$ cat config.mk
export PLATFORM = sky130hd
export DESIGN_NAME = moving_avg_filter_flat
export DESIGN_NICKNAME = d
export VERILOG_FILES = /design/src/rtl/moving_avg_pkg.sv /design/src/rtl/moving_avg_filter_if.sv /design/src/rtl/moving_avg_filter_ring_buf.sv /design/src/rtl/moving_avg_filter.sv /design/src/flat_wrapper.sv
export SDC_FILE = /design/constraint.sdc
export NUM_CORES = 1
export LEC_CHECK = 0
export ABC_AREA = 1
export CAP_MARGIN = 20
export CORE_MARGIN = 2
export CORE_UTILIZATION = 61
export CTS_CLUSTER_DIAMETER = 80
export DETAILED_ROUTE_END_ITERATION = 12
export PLACE_DENSITY = 0.82
export SYNTH_ARGS = -nofsm -noshare
export SYNTH_HDL_FRONTEND = slang
export SYNTH_SLANG_ARGS = --single-unit
$ cat constraint.sdc
create_clock -name clk -period 4.2 [get_ports clk]
set_input_delay 0.42 -clock clk [delete_from_list [all_inputs] [get_ports clk]]
set_output_delay 0.42 -clock clk [all_outputs]
set_load 0.02 [all_outputs]
$ cat src/rtl/moving_avg_pkg.sv
// Shared types and widths for the ADC front end and the moving-average stage.
package moving_avg_pkg;

   localparam int unsigned ADC_DATA_W = 12;

   typedef enum logic [0:0] {S_FILL, S_RUN} mavg_state_t;

endpackage

$ cat src/rtl/moving_avg_filter_if.sv
// Sample-in / average-out bus between the ADC interface and the moving-average stage.
interface moving_avg_filter_if
   import moving_avg_pkg::*;
#(
   parameter int unsigned DATA_W = ADC_DATA_W
);
   logic              clr;
   logic [DATA_W-1:0] sample_in;
   logic              sample_valid;
   logic [DATA_W-1:0] avg_out;
   logic              avg_valid;
   logic              primed;

   modport master (
      output clr, sample_in, sample_valid,
      input  avg_out, avg_valid, primed
   );

   modport slave (
      input  clr, sample_in, sample_valid,
      output avg_out, avg_valid, primed
   );
endinterface

$ cat src/rtl/moving_avg_filter_ring_buf.sv
// Sample ring buffer: writes at a wrapping pointer and exposes the entry about to be
// overwritten so the caller can retire it from a running sum.
module sample_ring_buf #(
   parameter int unsigned DATA_W     = 12,
   parameter int unsigned DEPTH_LOG2 = 3
) (
   input  logic              clk,
   input  logic              reset,
   input  logic              clr,
   input  logic              we,
   input  logic [DATA_W-1:0] wdata,
   output logic [DATA_W-1:0] old_data_c
);
   localparam int unsigned DEPTH = 1 << DEPTH_LOG2;

   logic [DATA_W-1:0]     mem [DEPTH];
   logic [DEPTH_LOG2-1:0] wr_ptr;

   assign old_data_c = mem[wr_ptr];

   // Zeroed contents keep the retired sample at 0 until the window has filled once.
   always_ff @(posedge clk or posedge reset) begin
      if (reset) begin
         wr_ptr <= '0;
         for (int unsigned i = 0; i < DEPTH; i++) mem[i] <= '0;
      end else if (clr) begin
         wr_ptr <= '0;
         for (int unsigned i = 0; i < DEPTH; i++) mem[i] <= '0;
      end else if (we) begin
         mem[wr_ptr] <= wdata;
         wr_ptr      <= wr_ptr + DEPTH_LOG2'(1);
      end
   end
endmodule

$ cat src/rtl/moving_avg_filter.sv
// Boxcar moving average over the last 2**LOG2_N ADC samples.
// Build option: define MOVAVG_ROUND_EN to round to nearest instead of truncating.
module moving_avg_filter
   import moving_avg_pkg::*;
#(
   parameter int unsigned DATA_W = ADC_DATA_W,
   parameter int unsigned LOG2_N = 3
) (
   input logic                 clk,
   input logic                 reset,
   moving_avg_filter_if.slave  bus
);
   localparam int unsigned N     = 1 << LOG2_N;
   localparam int unsigned SUM_W = DATA_W + LOG2_N;

   mavg_state_t       state, state_nxt;
   logic [LOG2_N-1:0] fill_cnt;
   logic [SUM_W-1:0]  sum;
   logic [SUM_W-1:0]  new_sum_c;
   logic [DATA_W-1:0] old_data_c;
   logic [DATA_W-1:0] avg_c;
   logic              accept_c;
   logic              emit_c;

   assign accept_c = bus.sample_valid & ~bus.clr;

   sample_ring_buf #(
      .DATA_W     (DATA_W),
      .DEPTH_LOG2 (LOG2_N)
   ) u_ring_buf (
      .clk        (clk),
      .reset      (reset),
      .clr        (bus.clr),
      .we         (accept_c),
      .wdata      (bus.sample_in),
      .old_data_c (old_data_c)
   );

   assign new_sum_c = sum + SUM_W'(bus.sample_in) - SUM_W'(old_data_c);

`ifdef MOVAVG_ROUND_EN
   localparam int unsigned RND_W = SUM_W + 1;
   localparam int unsigned HALF  = 1 << (LOG2_N - 1);
   logic [RND_W-1:0] rnd_sum_c;
   assign rnd_sum_c = RND_W'(new_sum_c) + RND_W'(HALF);
   assign avg_c     = DATA_W'(rnd_sum_c >> LOG2_N);
`else
   assign avg_c     = DATA_W'(new_sum_c >> LOG2_N);
`endif

   always_ff @(posedge clk or posedge reset) begin
      if (reset) state <= S_FILL;
      else       state <= state_nxt;
   end

   // An output is emitted for the accept that completes the window and every accept after it.
   always_comb begin
      state_nxt = state;
      emit_c    = 1'b0;
      if (bus.clr) begin
         state_nxt = S_FILL;
      end else if (accept_c) begin
         case (state)
            S_FILL: if (fill_cnt == LOG2_N'(N - 1)) begin
               state_nxt = S_RUN;
               emit_c    = 1'b1;
            end
            S_RUN:  emit_c = 1'b1;
            default: state_nxt = S_FILL;
         endcase
      end
   end

   always_ff @(posedge clk or posedge reset) begin
      if (reset) begin
         sum           <= '0;
         fill_cnt      <= '0;
         bus.avg_out   <= '0;
         bus.avg_valid <= 1'b0;
         bus.primed    <= 1'b0;
      end else begin
         bus.avg_valid <= emit_c;
         bus.primed    <= (state_nxt == S_RUN);
         if (bus.clr) begin
            sum      <= '0;
            fill_cnt <= '0;
         end else if (accept_c) begin
            sum <= new_sum_c;
            if (state == S_FILL) fill_cnt <= fill_cnt + LOG2_N'(1);
         end
         if (emit_c) bus.avg_out <= avg_c;
      end
   end
endmodule

$ cat src/flat_wrapper.sv
// flat-port wrapper written by rule: the top's interface ports become plain ports
module moving_avg_filter_flat import moving_avg_pkg::*;
#(
   parameter int unsigned DATA_W = ADC_DATA_W,
   parameter int unsigned LOG2_N = 3
)
  (clk, reset, bus_clr, bus_sample_in, bus_sample_valid, bus_avg_out, bus_avg_valid, bus_primed);
  moving_avg_filter_if #(.DATA_W(DATA_W)) bus_i ();
  input logic clk;
  input logic reset;
  input wire logic [$bits(bus_i.clr)-1:0] bus_clr;
  input wire logic [$bits(bus_i.sample_in)-1:0] bus_sample_in;
  input wire logic [$bits(bus_i.sample_valid)-1:0] bus_sample_valid;
  output wire logic [$bits(bus_i.avg_out)-1:0] bus_avg_out;
  output wire logic [$bits(bus_i.avg_valid)-1:0] bus_avg_valid;
  output wire logic [$bits(bus_i.primed)-1:0] bus_primed;
  assign bus_i.clr = bus_clr;
  assign bus_i.sample_in = bus_sample_in;
  assign bus_i.sample_valid = bus_sample_valid;
  assign bus_avg_out = bus_i.avg_out;
  assign bus_avg_valid = bus_i.avg_valid;
  assign bus_primed = bus_i.primed;
  moving_avg_filter #(.DATA_W(DATA_W), .LOG2_N(LOG2_N)) u_core (.clk(clk), .reset(reset), .bus(bus_i));
endmodule
==> flow_metrics.tcl, run 1 <==
set metrics [dict create \
    status "completed" \
    critPathLaunchType "flip-flop" \
    wl_um 17800 \
    tightest_slew_ns 0.967 \
    layout-drive-gt1-share 0.0644 \
    grt_overflow 0 \
    synth_warnings 0 \
    clk_pin_slew_worst_paths_ns 0.06 \
    postCtsHoldBufs 0 \
    drtAntennaViolNets 0 \
    finalHoldViolCount 0 \
    rows 38 \
    setup_violations 0 \
    start_util 0.624 \
    die_w_um 109 \
    grt_pass1_vias 5776 \
    antenna_cells 0 \
    synth_cell_type_count 31 \
    drc_errors 0 \
    areaGrowthSynthToFinish_pct 14.5 \
    ys_seq_area_frac 0.487 \
    final_cell_count_no_fill 978 \
    postCtsSetupRepairBufs 0 \
    nFillCells 846 \
    p_comb_frac 0.328 \
    rsz0062_at_grt "no" \
    place_congestion 0.943 \
    port_buffers 29 \
    root_buffer "clkbuf_8" \
    cts_resized 0 \
    slowest_stage "fa_1" \
    dp_hpwl_um 12100 \
    hold_class "input pin to async pin" \
    grt_first_pass_wirelength_um 29000 \
    drt_first_pass_iters 7 \
    ys_ff_latch 131 \
    layout_min_cycle_time_ns 3.69 \
    via_per_inst 6.02 \
    path_max_fanout 9 \
    antenna_found_initial 0 \
    fmax_mhz 271 \
    pwr-share-seq 0.322 \
    ir_worst_vdd_mv 0.378 \
    min_period_over_period 0.878 \
    grt_max_degree 77 \
    cellLeakagePower_nw 3.73 \
    r2r-start "u_core.u_ring_buf.wr_ptr[2]" \
    reg2reg_to "u_core.sum[6]" \
    tns_ns 0 \
    core_area_um2 10800 \
    syn_nets 846 \
    cts_max_level 4 \
    sequential_cell_area_um2 3280 \
    cts_buffer_depth 2 \
    startpoint "u_core.u_ring_buf.wr_ptr[2]" \
    syn_avg_cell_area_um2 8.41 \
    skew_ns 0.00933 \
    switching_share 0.360 \
    worstSetupEndpointType "flip-flop" \
    crit_end "u_core.sum[6]" \
    nets 871 \
    wl_per_cell_um 18.2 \
    grt_usage 0.327 \
    syn-cell-area_um2 6730 \
    drtIter0Drc 683 \
    die_h_um 109 \
    cts_inserted_buffers 17 \
    worstPathRequired_ns 4.62 \
    max-cap-violations 0 \
    internal-power_mw 2.75 \
    dp.cells 946 \
    power.share.clock 0.350 \
    drv_slew 0 \
    rrSetupSlack_ns 0.51 \
    crit_path_max_incr_delay_ns 0.57 \
    cp_cell_sequence "nand3_1 -> clkinv_1 -> a22oi_1 -> o2111ai_1 -> fa_1 -> inv_1 -> ha_1 -> nand2_1 -> nand2_1 -> nand2_1 -> nand3_1 -> or2_2 -> nand3_1 -> o21ai_0" \
    ios 30 \
    hold_ws_ns 0.434 \
    cts.sinks 131 \
    multiInputGateArea_um2 2720 \
    clk_latency_ns 0.55 \
    syn_inst 800 \
    dieArea_um2 11900 \
    powerDensity_nw_per_um2 557 \
    arrival_ns 4.10 \
    p_switching_mw 1.55 \
    cts_tree "built" \
    crit_type "flip-flop to flip-flop" \
    maxSlewHeadroom 0.355 \
    vias 5892 \
    worstRegToRegCells 14 \
]
-- power by group through the flow --
stage / Combinational [mW] / Sequential (mW) / Clock [mW]
final: 1.41 / 1.38 / 1.50
after global routing: 1.62 / 1.39 / 1.57
after CTS: 1.38 / 1.38 / 1.51
after detailed placement: 1.36 / 1.40 / 0
after global placement: 1.34 / 1.40 / 0
after floorplan: 1.04 / 1.39 / 0
-- area by class of cell --
type	instances	area share
repair buffers	34	0.0441
flip-flops and latches	131	0.425
clock inverters	12	0.0203
well taps	140	0.0227
clock buffers	20	0.0578
multi-input cells	482	0.352
inverters	159	0.0777
-- kinds of logic (layout without fill, tap and decap cells) --
group	count (synthesis)	count (layout)	synth area share
buffers and inverters	187	225	0.110
AOI/OAI and AO/OA	182	182	0.157
adders and majority gates	30	30	0.0691
and+or+nand+nor	265	265	0.170
DFF	131	131	0.487
xor gates and xnor gates	5	5	0.00651
-- cell usage in the layout, fill, tap and decap left out, types with 4 or more instances in the layout --
cell type	n
o22ai_1	81
nor2_1	24
dfrtp_1	131
o21ai_0	57
nand2_1	148
ha_1	18
nand3_1	78
a21oi_1	25
clkbuf_16	16
inv_2	7
nand4_1	4
clkdlybuf4s50_1	29
inv_1	150
fa_1	12
buf_4	4
a22oi_1	12
clkinvlp_4	7
-- Yosys cell counts (all sizes together) --
cell / n / share of area
nor2: 25 / 0.014
buf: 21 / 0.017
o211ai: 2 / 0.0022
ha: 18 / 0.033
dfrtp: 131 / 0.49
nand2: 150 / 0.084
fa: 12 / 0.036
a21oi: 25 / 0.019
xor2: 3 / 0.0039
o22ai: 81 / 0.075
nand4: 4 / 0.0037
clkinv: 1 / 0.00056
or2: 2 / 0.0019
o2111ai: 2 / 0.0026
a22oi: 12 / 0.013
nor3: 1 / 0.0015
xnor2: 2 / 0.0026
nand3: 81 / 0.062
nand3b: 2 / 0.0022
clkbuf: 7 / 0.0039
inv: 158 / 0.088
o21ai: 60 / 0.045
-- metrics by stage --
| stage | total power, mW | setup WS, ns | area (um2) | util |
|---|---|---|---|---|
| 2_1_floorplan | 2.44 | 0.282 | 6730 | - |
| 3_3_place_gp | 2.74 | 0.675 | 7110 | 0.659 |
| 4_1_cts | 4.28 | 0.630 | 7710 | 0.714 |
| 3_5_place_dp | 2.76 | 0.670 | 7110 | 0.659 |
| 6_report | 4.30 | 0.512 | 7710 | 0.714 |
| 5_1_grt | 4.58 | 0.282 | 7710 | 0.714 |
-- worst min-delay path by stage --
stage	endpoint	cells past startpoint	startpoint
floorplan	u_core.sum[10]	2	u_core.sum[10]
global placement	u_core.bus.avg_out[9]	2	u_core.bus.avg_out[9]
detailed placement	u_core.bus.avg_out[8]	2	u_core.bus.avg_out[8]
CTS	u_core.sum[8]	2	reset
global route	u_core.bus.avg_out[5]	2	u_core.bus.avg_out[5]
finish	u_core.bus.avg_out[0]	2	reset
-- registers in the layout (all words and copies together), names as in the netlist --
register                  flops
u_core.fill_cnt               3
u_core.bus.avg_out           12
u_core.u_ring_buf.mem        96
u_core.sum                   15
u_core.u_ring_buf.wr_ptr      3
u_core.state                  1
u_core.bus.avg_valid          1
-- worst max-delay path, delay by kind of cell (launching register included) --
kind,cells,cell delay (ns)
DFF,1,0.48
buffers and inverters,2,0.39
and+or+nand+nor,7,1.11
AOI/OAI and AO/OA,3,0.63
adders and majority gates,2,0.93
-- layer usage --
| metal | up-vias | wire (um) | part of all wire | GRT usage |
|---|---|---|---|---|
| met3 | 51 | 1340 | 0.075 | 0.0741 |
| met4 | 0 | 525 | 0.029 | 0.154 |
| li1 | 2697 | - | - | - |
| met1 | 2844 | 7700 | 0.43 | 0.451 |
| met2 | 300 | 8280 | 0.46 | 0.492 |
| met5 | - | 0 | 0 | 0 |
(Power assumes the default switching activity.)
==> inputs of run 2 (changes only) <==
--- a/config.mk
+++ b/config.mk
@@ -12,6 +12,7 @@
 export CTS_CLUSTER_DIAMETER = 80
 export DETAILED_ROUTE_END_ITERATION = 12
 export PLACE_DENSITY = 0.82
+export SKIP_LAST_GASP = 1
 export SYNTH_ARGS = -nofsm -noshare
 export SYNTH_HDL_FRONTEND = slang
 export SYNTH_SLANG_ARGS = --single-unit
==> results of run 2 <==
Same layout as run 1: the final DEF is identical, and so are final timing and power.
